<file path="config.mk">
export PLATFORM = sky130hd
export DESIGN_NAME = mx_elastic_io_slice
export DESIGN_NICKNAME = d
export VERILOG_FILES = /design/src/rtl/mx_elastic_io_slice.sv
export SDC_FILE = /design/constraint.sdc
export NUM_CORES = 1
export LEC_CHECK = 0
export CORE_AREA = 8 8 419 421
export CTS_CLUSTER_DIAMETER = 200
export DETAILED_ROUTE_END_ITERATION = 12
export DIE_AREA = 0 0 427 429
export GPL_TIMING_DRIVEN = 0
export SLEW_MARGIN = 20
export SYNTH_ARGS = -nofsm -noshare
export SYNTH_HDL_FRONTEND = slang
export SYNTH_SLANG_ARGS = --single-unit
</file>
<file path="constraint.sdc">
create_clock -name clk_i -period 3.5 [get_ports clk_i]
set_clock_uncertainty 0.2 [all_clocks]
set_input_delay 0.525 -clock clk_i [delete_from_list [all_inputs] [get_ports clk_i]]
set_output_delay 0.525 -clock clk_i [all_outputs]
set_load 0.05 [all_outputs]
</file>
<file path="src/rtl/mx_elastic_io_slice.sv">
// Elastic retiming slice: CH independent valid/ready channels, STAGES skid stages each,
// plus a precision-config shadow that commits on drain. Define MX_SLICE_PERF_EN for perf counters.
module mx_elastic_io_slice #(
  parameter int CH     = 2,
  parameter int DATA_W = 264,
  parameter int STAGES = 1,
  parameter int CFG_W  = 4
) (
  input  logic                 clk_i,
  input  logic                 rstn,
  input  logic                 flush_i,
  input  logic [CH-1:0]        s_valid_i,
  output logic [CH-1:0]        s_ready_o,
  input  logic [CH*DATA_W-1:0] s_data_i,
  output logic [CH-1:0]        m_valid_o,
  input  logic [CH-1:0]        m_ready_i,
  output logic [CH*DATA_W-1:0] m_data_o,
  input  logic                 cfg_req_i,
  input  logic [CFG_W-1:0]     cfg_i,
  output logic [CFG_W-1:0]     cfg_o,
  output logic                 cfg_pending_o,
  output logic                 empty_o
`ifdef MX_SLICE_PERF_EN
  ,
  output logic [31:0]          stall_cnt_o,
  output logic [31:0]          beat_cnt_o
`endif
);

  // Handshake: a beat moves across any link on a rising edge where valid && ready.
  // valid never waits for ready; ready is always a flop output (no comb path back upstream).
  localparam int LNK = STAGES + 1;

  logic [CH*LNK-1:0]        lnk_valid;
  logic [CH*LNK-1:0]        lnk_ready;
  logic [CH*LNK*DATA_W-1:0] lnk_data;
  logic [CH*STAGES-1:0]     stage_busy;

  logic                     cfg_pending_q, cfg_pending_d;
  logic [CFG_W-1:0]         shadow_q, shadow_d;
  logic [CFG_W-1:0]         cfg_q, cfg_d;
  logic                     hs_any;
  logic                     commit;

  for (genvar c = 0; c < CH; c++) begin : g_ch
    // A pending config hides valid from stage 0 so nothing new enters while draining.
    assign lnk_valid[c*LNK]                      = s_valid_i[c] & ~cfg_pending_q;
    assign lnk_data[c*LNK*DATA_W +: DATA_W]      = s_data_i[c*DATA_W +: DATA_W];
    assign s_ready_o[c]                          = lnk_ready[c*LNK] & ~cfg_pending_q;
    assign lnk_ready[c*LNK+STAGES]               = m_ready_i[c];
    assign m_valid_o[c]                          = lnk_valid[c*LNK+STAGES];
    assign m_data_o[c*DATA_W +: DATA_W]          = lnk_data[(c*LNK+STAGES)*DATA_W +: DATA_W];

    for (genvar s = 0; s < STAGES; s++) begin : g_stage
      localparam int I = c*LNK + s;

      logic              main_v_q, main_v_d;
      logic              skid_v_q, skid_v_d;
      logic [DATA_W-1:0] main_d_q, main_d_d;
      logic [DATA_W-1:0] skid_d_q, skid_d_d;
      logic              in_valid;
      logic              out_ready;
      logic [DATA_W-1:0] in_data;

      assign in_valid                          = lnk_valid[I];
      assign in_data                           = lnk_data[I*DATA_W +: DATA_W];
      assign out_ready                         = lnk_ready[I+1];
      assign lnk_ready[I]                      = ~skid_v_q;
      assign lnk_valid[I+1]                    = main_v_q;
      assign lnk_data[(I+1)*DATA_W +: DATA_W]  = main_d_q;
      assign stage_busy[c*STAGES+s]            = main_v_q | skid_v_q;

      // The skid only fills while main is held; it always drains before main takes new input.
      always_comb begin
        main_v_d = main_v_q;
        main_d_d = main_d_q;
        skid_v_d = skid_v_q;
        skid_d_d = skid_d_q;
        if (skid_v_q) begin
          if (out_ready) begin
            main_d_d = skid_d_q;
            skid_v_d = 1'b0;
          end
        end else if (!main_v_q || out_ready) begin
          main_v_d = in_valid;
          if (in_valid) main_d_d = in_data;
        end else if (in_valid) begin
          skid_v_d = 1'b1;
          skid_d_d = in_data;
        end
        if (flush_i) begin
          main_v_d = 1'b0;
          skid_v_d = 1'b0;
        end
      end

      always_ff @(posedge clk_i or negedge rstn) begin
        if (!rstn) begin
          main_v_q <= 1'b0;
          skid_v_q <= 1'b0;
          main_d_q <= '0;
          skid_d_q <= '0;
        end else begin
          main_v_q <= main_v_d;
          skid_v_q <= skid_v_d;
          main_d_q <= main_d_d;
          skid_d_q <= skid_d_d;
        end
      end
    end
  end

  assign empty_o       = ~|stage_busy;
  assign hs_any        = |(s_valid_i & s_ready_o);
  assign commit        = cfg_pending_q & empty_o & ~hs_any & ~cfg_req_i;
  assign cfg_o         = cfg_q;
  assign cfg_pending_o = cfg_pending_q;

  // A request arriving in the commit cycle takes precedence; the older shadow never lands.
  always_comb begin
    cfg_pending_d = cfg_pending_q;
    shadow_d      = shadow_q;
    cfg_d         = cfg_q;
    if (cfg_req_i) begin
      shadow_d      = cfg_i;
      cfg_pending_d = 1'b1;
    end else if (commit) begin
      cfg_d         = shadow_q;
      cfg_pending_d = 1'b0;
    end
  end

  always_ff @(posedge clk_i or negedge rstn) begin
    if (!rstn) begin
      cfg_pending_q <= 1'b0;
      shadow_q      <= '0;
      cfg_q         <= '0;
    end else begin
      cfg_pending_q <= cfg_pending_d;
      shadow_q      <= shadow_d;
      cfg_q         <= cfg_d;
    end
  end

`ifdef MX_SLICE_PERF_EN
  logic [31:0] stall_cnt_q, stall_cnt_d;
  logic [31:0] beat_cnt_q, beat_cnt_d;
  logic        stall_ev;
  logic        beat_ev;

  assign stall_ev = |(m_valid_o & ~m_ready_i);
  assign beat_ev  = m_valid_o[0] & m_ready_i[0];

  always_comb begin
    stall_cnt_d = stall_cnt_q;
    beat_cnt_d  = beat_cnt_q;
    if (flush_i) begin
      stall_cnt_d = '0;
      beat_cnt_d  = '0;
    end else begin
      if (stall_ev && (stall_cnt_q != '1)) stall_cnt_d = stall_cnt_q + 32'd1;
      if (beat_ev && (beat_cnt_q != '1))   beat_cnt_d  = beat_cnt_q + 32'd1;
    end
  end

  always_ff @(posedge clk_i or negedge rstn) begin
    if (!rstn) begin
      stall_cnt_q <= '0;
      beat_cnt_q  <= '0;
    end else begin
      stall_cnt_q <= stall_cnt_d;
      beat_cnt_q  <= beat_cnt_d;
    end
  end

  assign stall_cnt_o = stall_cnt_q;
  assign beat_cnt_o  = beat_cnt_q;
`endif

endmodule

</file>
==> results of run 1 <==
## per-stage QoR
| stage | instances | util [%] | worst slack, ns |
|---|---|---|---|
| 6_report | 6436 | 39.32 | 0.1948 |
| 5_1_grt | 6413 | 39.29 | 0.06138 |
| 4_1_cts | 6401 | 39.26 | 0.06339 |
| 3_5_place_dp | 6168 | 36.71 | -0.03350 |
| 3_3_place_gp | 6160 | 36.57 | -50.10 |
| 2_1_floorplan | 2865 | - | 0.9449 |
## path summary, 6_finish.rpt
check	from	to	slack [ns]
worst min-delay path	rstn	g_ch[1].g_stage[0].skid_d_q[32]	0.11
max in group asynchronous	rstn	g_ch[0].g_stage[0].skid_d_q[42]	0.39
worst max register to register	g_ch[0].g_stage[0].skid_v_q	g_ch[0].g_stage[0].main_d_q[124]	0.57
worst min register to register	shadow_q[1]	cfg_o[1]	0.28
worst max-delay path	g_ch[1].g_stage[0].skid_v_q	s_ready_o[1]	0.19
min in group clk_i	s_data_i[200]	g_ch[0].g_stage[0].skid_d_q[200]	0.17
## worst max-delay path, stage by stage (launching register included)
cell	delay [ns]
dfrtp_1	0.35
buf_2	0.22
nor2_4	0.16
clkdlybuf4s50_1	1.06
## routing by layer
metal / wire length, um / track usage (%) / part of all wire, % / vias up
li1: - / - / - / 12830
met1: 60490 / 19.06 / 38 / 14870
met2: 81090 / 29.83 / 51 / 779
met3: 13290 / 6.094 / 8.3 / 224
met4: 4869 / 5.093 / 3.0 / 28
met5: 188 / 0 / 0.12 / -
## layout by cell type (no fill, tap or decap), types with 8 or more instances in the layout
cell / netlist / routed
clkdlybuf4s50_1: 0 / 1075
mux2_1: 39 / 39
buf_2: 100 / 100
mux2_4: 520 / 520
clkbuf_8: 0 / 26
buf_16: 0 / 9
dfrtp_1: 1069 / 1069
buf_6: 62 / 62
clkinv_2: 0 / 11
clkbuf_16: 0 / 134
mux2_2: 1033 / 1033
clkbuf_1: 4 / 41
buf_4: 8 / 8
diode_2: 0 / 34
## state kept, by name, indices dropped and copies added, names as in the netlist
| name | count |
|---|---|
| g_ch.g_stage.main_d_q | 528 |
| g_ch.g_stage.skid_d_q | 528 |
| cfg_o | 4 |
| shadow_q | 4 |
| g_ch.g_stage.main_v_q | 2 |
| g_ch.g_stage.skid_v_q | 2 |
| cfg_pending_o | 1 |
## cell type report
type / count / area [sq um]
fillers: 15680 / 102300
flip-flops and latches: 1069 / 26750
multi-input cells: 1615 / 20030
repair buffers: 1087 / 11050
clock buffers: 196 / 3825
well taps: 2218 / 2775
plain buffers: 178 / 1289
clock inverters: 36 / 452.9
diodes: 34 / 85.08
inverters: 3 / 11.26
## cells by family (layout without fill, tap and decap cells)
| group | after synthesis | in the layout | synth area share [%] |
|---|---|---|---|
| buffers and inverters | 181 | 1500 | 2.704 |
| flip-flops | 1069 | 1069 | 55.64 |
| AO/OA/AOI/OAI | 9 | 9 | 0.1197 |
| AND/OR/NAND/NOR | 14 | 14 | 0.1874 |
| multiplexers | 1592 | 1592 | 41.35 |
| other | 0 | 34 | 0 |
## power by group through the flow
stage | sequential, mW | combinational, mW | clock, mW
2_1_floorplan | 21.5 | 4.10 | 0
5_1_grt | 17.1 | 14.7 | 14.6
3_3_place_gp | 17.0 | 14.1 | 0
3_5_place_dp | 16.9 | 14.3 | 0
6_report | 16.8 | 14.2 | 13.6
4_1_cts | 16.8 | 14.4 | 14.1
## timing repair
action | in CTS | in global routing
gates cloned | 0 | 1
hold endpoints to repair | 234 | 0
gates resized for setup | 1 | 0
hold buffers | 1 | 0
setup endpoints to repair | 1 | 115
==> results.json, run 1 <==
{
  "cts_buffers": 130,
  "drt-total-wl_um": 159900,
  "nets": 4624,
  "ys_seq_elements": 1069,
  "die_h_um": 429,
  "post_drt_wl_per_cell_um": 24.85,
  "ant_nets": 0,
  "yosysMostFrequentCell": "dfrtp_1",
  "cp.required_ns": 2.77,
  "vias_per_cell": 4.464,
  "p_int_mw": 29.45,
  "arrival_ns": 2.58,
  "end_kind": "output port",
  "area_growth_pct": 37.83,
  "timing.final.crit_period_ns": 3.305,
  "final_area_sq_um": 66270,
  "cts.path.max_buffers": 3,
  "initialDrtViolationCount": 1262,
  "hold_path.class": "in2async",
  "relSlewSlack_pct": 32.14,
  "syn-num-nets": 3405,
  "synth_area_sq_um": 48080,
  "min_period_over_period_pct": 94.44,
  "synthArstFlopShare_pct": 100.0,
  "max_freq_mhz": 302.6,
  "antenna_found_initial": 47,
  "setup_violations": 0,
  "insertion_delay_ns": 0.79,
  "worst_slew_pin_slew_ns": 1.018,
  "clock-sinks": 1069,
  "comb_power_share_pct": 31.8,
  "cts_tree": "built",
  "ys.flop_type": "dfrtp_1",
  "port_buffers": 1077,
  "pwr-share-clk_pct": 30.5,
  "grt_pass1_vias": 31020,
  "clk_pin_slew_worst_paths_ns": 0.06,
  "ys.warnings.count": 0,
  "htreeDepth": 4,
  "synth.top_cell.area_share_pct": 55.64,
  "reg2reg_depth": 5,
  "rsz0062_at_grt": "false",
  "initial_utilization_pct": 28.53,
  "grt_first_pass_wirelength_um": 229400,
  "synth_top_area_cell": "dfrtp_1",
  "crit_type": "reg2out",
  "core_sq_um": 168500,
  "power.density_nw_per_um2": 672.1,
  "path_max_fanout": 9,
  "seqPwrFrac_pct": 37.7,
  "grt_usage_pct": 16.91,
  "dp_hpwl_um": 121500,
  "die-area_sq_um": 183200,
  "cts_setup_buffers": 0,
  "slew_viol_final": 0,
  "drtPass1Iterations": 4,
  "synth_cells": 2865,
  "route.detailed.drc": 0,
  "power.total_mw": 44.54,
  "switching_share_pct": 33.88,
  "leakage_nw": 29.01,
  "rows": 151,
  "yosysUniqueCellTypes": 21,
  "gp_congestion": 0.8211,
  "holdWs_ns": 0.1139,
  "grt-ovfl-total": 0,
  "peakVddDrop_mv": 0.4904,
  "drive_gt1_share_pct": 46.20,
  "dpl-instance-area_sq_um": 61870,
  "avgSynthCellArea_sq_um": 16.78,
  "root_buffer": "clkbuf_16",
  "die_w_um": 427,
  "num_vias": 28730,
  "grt_max_degree": 139,
  "synth_common_cells": "1069 x dfrtp_1, 1033 x mux2_2, 520 x mux2_4",
  "power_switching_mw": 15.09,
  "startpoint_type": "flop",
  "synth_seq_area_share_pct": 55.64,
  "synth-edff-count": 0,
  "yosys-top-cells-area": "dfrtp_1 56%, mux2_2 24%, mux2_4 16%",
  "max-cap-violations": 0,
  "ios": 1078,
  "status": "finished clean",
  "fin_tns_setup_ns": 0,
  "finalHoldViolations": 0
}
(Power assumes the default switching activity.)
==> inputs of run 2 (changes only) <==
Settings changed: CORE_AREA 8 8 419 421 to 2 2 425 427, PLACE_DENSITY_LB_ADDON set to 0.15.
==> run 2 against run 1 <==
Core utilization down 2.0 points. Clock power about the same. Design area is 0.40% higher. Combinational power is essentially flat. Die area unchanged. Sequential cell count is the same. Via count down 0.43%. Final cell count rose by 2.1%. Worst hold slack worse by 0.042 ns. Setup slack lost 0.028 ns. Non-clock buffer count increased by 2. Largest cell class unchanged. Largest power group unchanged.
==> results.json, run 2 (synthesis results as in run 1) <==
{
  "status": "finished clean",
  "final_area_sq_um": 66530,
  "route.detailed.drc": 0,
  "drt-total-wl_um": 157300,
  "core_sq_um": 178000,
  "power.density_nw_per_um2": 670.5,
  "root_buffer": "clkbuf_16",
  "path_max_fanout": 7,
  "grt_usage_pct": 16.94,
  "crit_family": "buffers and inverters",
  "worst-r2r-setup-slack_ns": 0.64,
  "final_util_pct": 37.37,
  "leakage_nw": 29.10,
  "setup_violations": 0,
  "peakVddDrop_mv": 0.4433,
  "cpMaxStageDelayCell": "clkdlybuf4s50_1",
  "initial_utilization_pct": 27.00,
  "critPathBufInv": 1,
  "finalHoldViolations": 0,
  "gp_congestion": 0.7961,
  "clk_pin_slew_worst_paths_ns": 0.06,
  "r2r_start": "cfg_pending_o",
  "timing.final.crit_period_ns": 3.333,
  "crit_type": "reg2out",
  "rsz0062_at_grt": "false",
  "cts_buffers": 132,
  "port_buffers": 1077,
  "reg2reg_depth": 5,
  "dpl-instance-area_sq_um": 62100,
  "worst_slew_pin_slew_ns": 0.8252,
  "drive_gt1_share_pct": 46.33,
  "grt_first_pass_wirelength_um": 226700,
  "vias_per_cell": 4.351,
  "arrival_ns": 2.61,
  "startpoint_type": "flop",
  "slew_viol_final": 0,
  "crit_path_max_incr_delay_ns": 0.89,
  "layout.cells.most_common": "clkdlybuf4s50_1",
  "top_regs": "g_ch.g_stage.main_d_q: 528 flops, g_ch.g_stage.skid_d_q: 528 flops",
  "r2r-end": "g_ch[1].g_stage[0].skid_d_q[30]",
  "max-cap-violations": 0,
  "placed_cells": 6307,
  "relSlewSlack_pct": 44.98,
  "area_growth_pct": 38.38,
  "ios": 1078,
  "crit_chain": "nor2_4 > clkdlybuf4s50_1",
  "nets": 4628,
  "dp_hpwl_um": 116600,
  "end_kind": "output port",
  "ant_nets": 0,
  "cts_tree": "built",
  "fin_tns_setup_ns": 0,
  "layout.cells.non_filler": 6574,
  "cts_setup_buffers": 0,
  "most-common-layout-cells": "1075 x clkdlybuf4s50_1, 1069 x dfrtp_1, 1033 x mux2_2",
  "num_vias": 28610,
  "drtPass1Iterations": 5,
  "die_w_um": 427,
  "power.total_mw": 44.61,
  "die_h_um": 429,
  "grt-ovfl-total": 0,
  "die-area_sq_um": 183200,
  "cp.required_ns": 2.77,
  "grt_max_degree": 128,
  "hold_path.class": "in2async",
  "clock-sinks": 1069,
  "post_drt_wl_per_cell_um": 23.92,
  "min_period_over_period_pct": 95.23,
  "insertion_delay_ns": 0.79,
  "rows": 155,
  "htreeDepth": 4,
  "cts.path.max_buffers": 3,
  "max_freq_mhz": 300.0,
  "antenna_found_initial": 68,
  "initialDrtViolationCount": 909,
  "grt_pass1_vias": 30940
}
## run 2: cell types whose count changed in the layout (fill, tap and decap cells not counted)
cell and change:
clkbuf_2 +1, dlygate4sd3_1 +1, bufinv_16 -5, inv_16 -1
clkbuf_8 +11, clkinv_2 +5, clkinv_8 +2, dlygate4sd2_1 -1
clkinvlp_4 -6, clkbuf_16 +3, inv_6 -3, buf_16 +2
diode_2 -9, clkdlybuf4s15_2 +1
## run 2: what timing repair did
item / 4_1_cts / 5_1_grt
hold buffers: 2 / 0
setup endpoints to repair: 1 / 0
gates resized for setup: 4 / 0
hold endpoints to repair: 367 / 0
## run 2: how the worst max path moves through the flow
stage                                      from                              end  slack, ns  cells past startpoint
floorplan           g_ch[0].g_stage[0].skid_v_q                         cfg_o[0]       0.94                      4
global placement                           rstn  g_ch[0].g_stage[0].skid_d_q[35]     -52.88                      1
detailed placement                 m_ready_i[1]  g_ch[1].g_stage[0].skid_d_q[25]       0.26                      6
CTS                               cfg_pending_o                     s_ready_o[1]       0.05                      2
global route                      cfg_pending_o                     s_ready_o[1]       0.01                      2
finish                            cfg_pending_o                     s_ready_o[1]       0.17                      2
## run 2: cell type report
cell class / count / area [sq um]
Fill cell: 17050 / 111500
Sequential cell: 1069 / 26750
Clock inverter: 28 / 269.0
Tap cell: 2355 / 2947
Timing Repair Buffer: 1089 / 11090
Inverter: 3 / 11.26
Multi-Input combinational cell: 1615 / 20030
Antenna cell: 25 / 62.56
Buffer: 178 / 1290
Clock buffer: 212 / 4080
## run 2: stage by stage
step                worst slack [ns]  hold WS [ns]
finish                        0.1669       0.07175
detailed placement            0.2630        0.2026
global route                 0.01462       0.04654
CTS                          0.04968     0.0001749
floorplan                     0.9449       0.02941
global placement              -52.88        0.2675
## run 2: per-layer routing
| metal | GRT usage [%] | up-vias | part of all wire (%) |
|---|---|---|---|
| li1 | - | 12790 | - |
| met1 | 19.01 | 14750 | 38 |
| met2 | 29.44 | 735 | 51 |
| met3 | 6.451 | 273 | 8.0 |
| met4 | 5.184 | 58 | 2.5 |
| met5 | 0 | - | 0.23 |
## run 2: power breakdown
group	total (mW)	internal (mW)	switching, mW
Sequential	16.7	15.2	1.47
Clock	13.8	8.14	5.63
Combinational	14.2	6.17	8.01
==> inputs of run 3 (changes only) <==
Settings changed: CAP_MARGIN set to 20, CTS_CLUSTER_SIZE set to 24.
==> run 3 against run 2 <==
Total power decreased by 15%. Critical path depth grew 1. Sequential share of layout area increased by 1.9 points. Register-to-register slack about the same. Routed wire length decreased by 1.3%. Critical path type unchanged. Largest power group unchanged.
==> results.json, run 3 (synthesis results as in run 1) <==
{
  "startpoint_type": "flop",
  "dp_hpwl_um": 116600,
  "fin_ws_ns": 0.08354,
  "port_buffers": 1077,
  "worst_slew_pin_slew_ns": 0.8430,
  "slew_viol_final": 0,
  "initial_utilization_pct": 27.00,
  "power.density_nw_per_um2": 594.3,
  "grt_pass1_vias": 29910,
  "critPathBufInv": 2,
  "rows": 155,
  "root_buffer": "clkbuf_16",
  "layout.cells.non_filler": 6391,
  "cp.required_ns": 2.77,
  "clk_pin_slew_worst_paths_ns": 0.11,
  "leakage_nw": 27.59,
  "met2_usage_pct": 29.27,
  "rsz0062_at_grt": "false",
  "vias_per_cell": 4.369,
  "die_w_um": 427,
  "holdWs_ns": 0.1554,
  "arrival_ns": 2.69,
  "grt_busiest_layer": "met2",
  "min_period_over_period_pct": 97.61,
  "crit_chain": "buf_2 > nor4_2 > dlygate4sd2_1",
  "fin_tns_setup_ns": 0,
  "ios": 1078,
  "antenna_found_initial": 71,
  "max-cap-violations": 0,
  "core_sq_um": 178000,
  "die-area_sq_um": 183200,
  "area_growth_pct": 32.09,
  "drtPass1Iterations": 6,
  "placed_cells": 6307,
  "grt-ovfl-total": 0,
  "end_kind": "output port",
  "worst-r2r-setup-slack_ns": 0.63,
  "cpMaxStageDelayCell": "dlygate4sd2_1",
  "timing.final.crit_period_ns": 3.416,
  "r2r-end": "g_ch[1].g_stage[0].skid_d_q[25]",
  "gp_congestion": 0.7961,
  "die_h_um": 429,
  "final_area_sq_um": 63500,
  "cts_setup_buffers": 0,
  "crit_type": "reg2out",
  "drive_gt1_share_pct": 44.77,
  "reg2reg_depth": 5,
  "dpl-instance-area_sq_um": 62100,
  "top_regs": "g_ch.g_stage.main_d_q: 528 flops, g_ch.g_stage.skid_d_q: 528 flops",
  "route.detailed.drc": 0,
  "insertion_delay_ns": 0.69,
  "cts_tree": "built",
  "r2r_start": "cfg_pending_o",
  "max_freq_mhz": 292.7,
  "relSlewSlack_pct": 43.80,
  "peakVddDrop_mv": 0.3759,
  "dpl_worst_slack_ns": 0.2630,
  "setup_violations": 0,
  "clock-sinks": 1069,
  "initialDrtViolationCount": 880,
  "grt_first_pass_wirelength_um": 223100,
  "grt.met3_usage_pct": 5.416,
  "ant_nets": 0,
  "grt_usage_pct": 16.54,
  "hold_path.class": "in2async",
  "cts.path.max_buffers": 3,
  "use_met1_pct": 19.03,
  "crit_path_max_incr_delay_ns": 0.71,
  "grt_max_degree": 128,
  "finalHoldViolations": 0,
  "layout.cells.most_common": "clkdlybuf4s50_1",
  "num_vias": 27920,
  "most-common-layout-cells": "1075 x clkdlybuf4s50_1, 1069 x dfrtp_1, 1033 x mux2_2",
  "htreeDepth": 2,
  "final_util_pct": 35.67,
  "crit_family": "buffers and inverters",
  "cts_buffers": 50,
  "status": "finished clean",
  "drt-total-wl_um": 155200,
  "nets": 4545,
  "path_max_fanout": 9,
  "power.total_mw": 37.74,
  "nFillCells": 17270,
  "post_drt_wl_per_cell_um": 24.28
}
==> run 3: worst max path at each step <==
stage / cells after the start / slack, ns / endpoint / from
after floorplan: 4 / 0.94 / cfg_o[0] / g_ch[0].g_stage[0].skid_v_q
after global placement: 1 / -52.88 / g_ch[0].g_stage[0].skid_d_q[35] / rstn
after detailed placement: 6 / 0.26 / g_ch[1].g_stage[0].skid_d_q[25] / m_ready_i[1]
after CTS: 3 / 0.02 / empty_o / g_ch[0].g_stage[0].skid_v_q
after global routing: 3 / 0.009 / empty_o / g_ch[1].g_stage[0].skid_v_q
final: 3 / 0.08 / empty_o / g_ch[0].g_stage[0].skid_v_q
==> run 3: per-layer routing <==
layer | share of wire (%) | routed length, um | vias to the layer above
li1 | - | - | 12520
met5 | 0.22 | 347 | -
met2 | 51 | 78840 | 665
met4 | 2.8 | 4361 | 56
met3 | 7.5 | 11670 | 224
met1 | 39 | 59940 | 14460
==> run 3: layout make-up <==
class / count / area (sq um) / share of cell area [%]
sequential: 1069 / 26750 / 42.12
clock buffer: 51 / 1276 / 2.010
inverter: 3 / 11.26 / 0.01773
antenna: 29 / 72.57 / 0.1143
timing repair buffer: 1088 / 11080 / 17.45
tap: 2355 / 2947 / 4.640
multi-input combinational: 1615 / 20030 / 31.54
buffer: 178 / 1290 / 2.031
clock inverter: 3 / 48.80 / 0.07684
==> run 3: where the power goes <==
group	switching [mW]	total, mW	internal, mW
clock	4.31	6.95	2.64
sequential	1.46	16.6	15.1
combinational	8.01	14.2	6.17
==> run 3: repair_timing <==
action,in CTS,in global routing
hold buffers,1,0
endpoints found under the setup margin,1,0
endpoints found under the hold margin,367,0
gates resized for setup,1,0
==> run 3: worst register-to-register path, stage by stage, from the launching register on <==
cell and delay (ns):
dfrtp_1 0.91, nor2_4 0.06, nand4_1 0.32, buf_2 0.47, buf_2 0.41, mux2_2 0.39
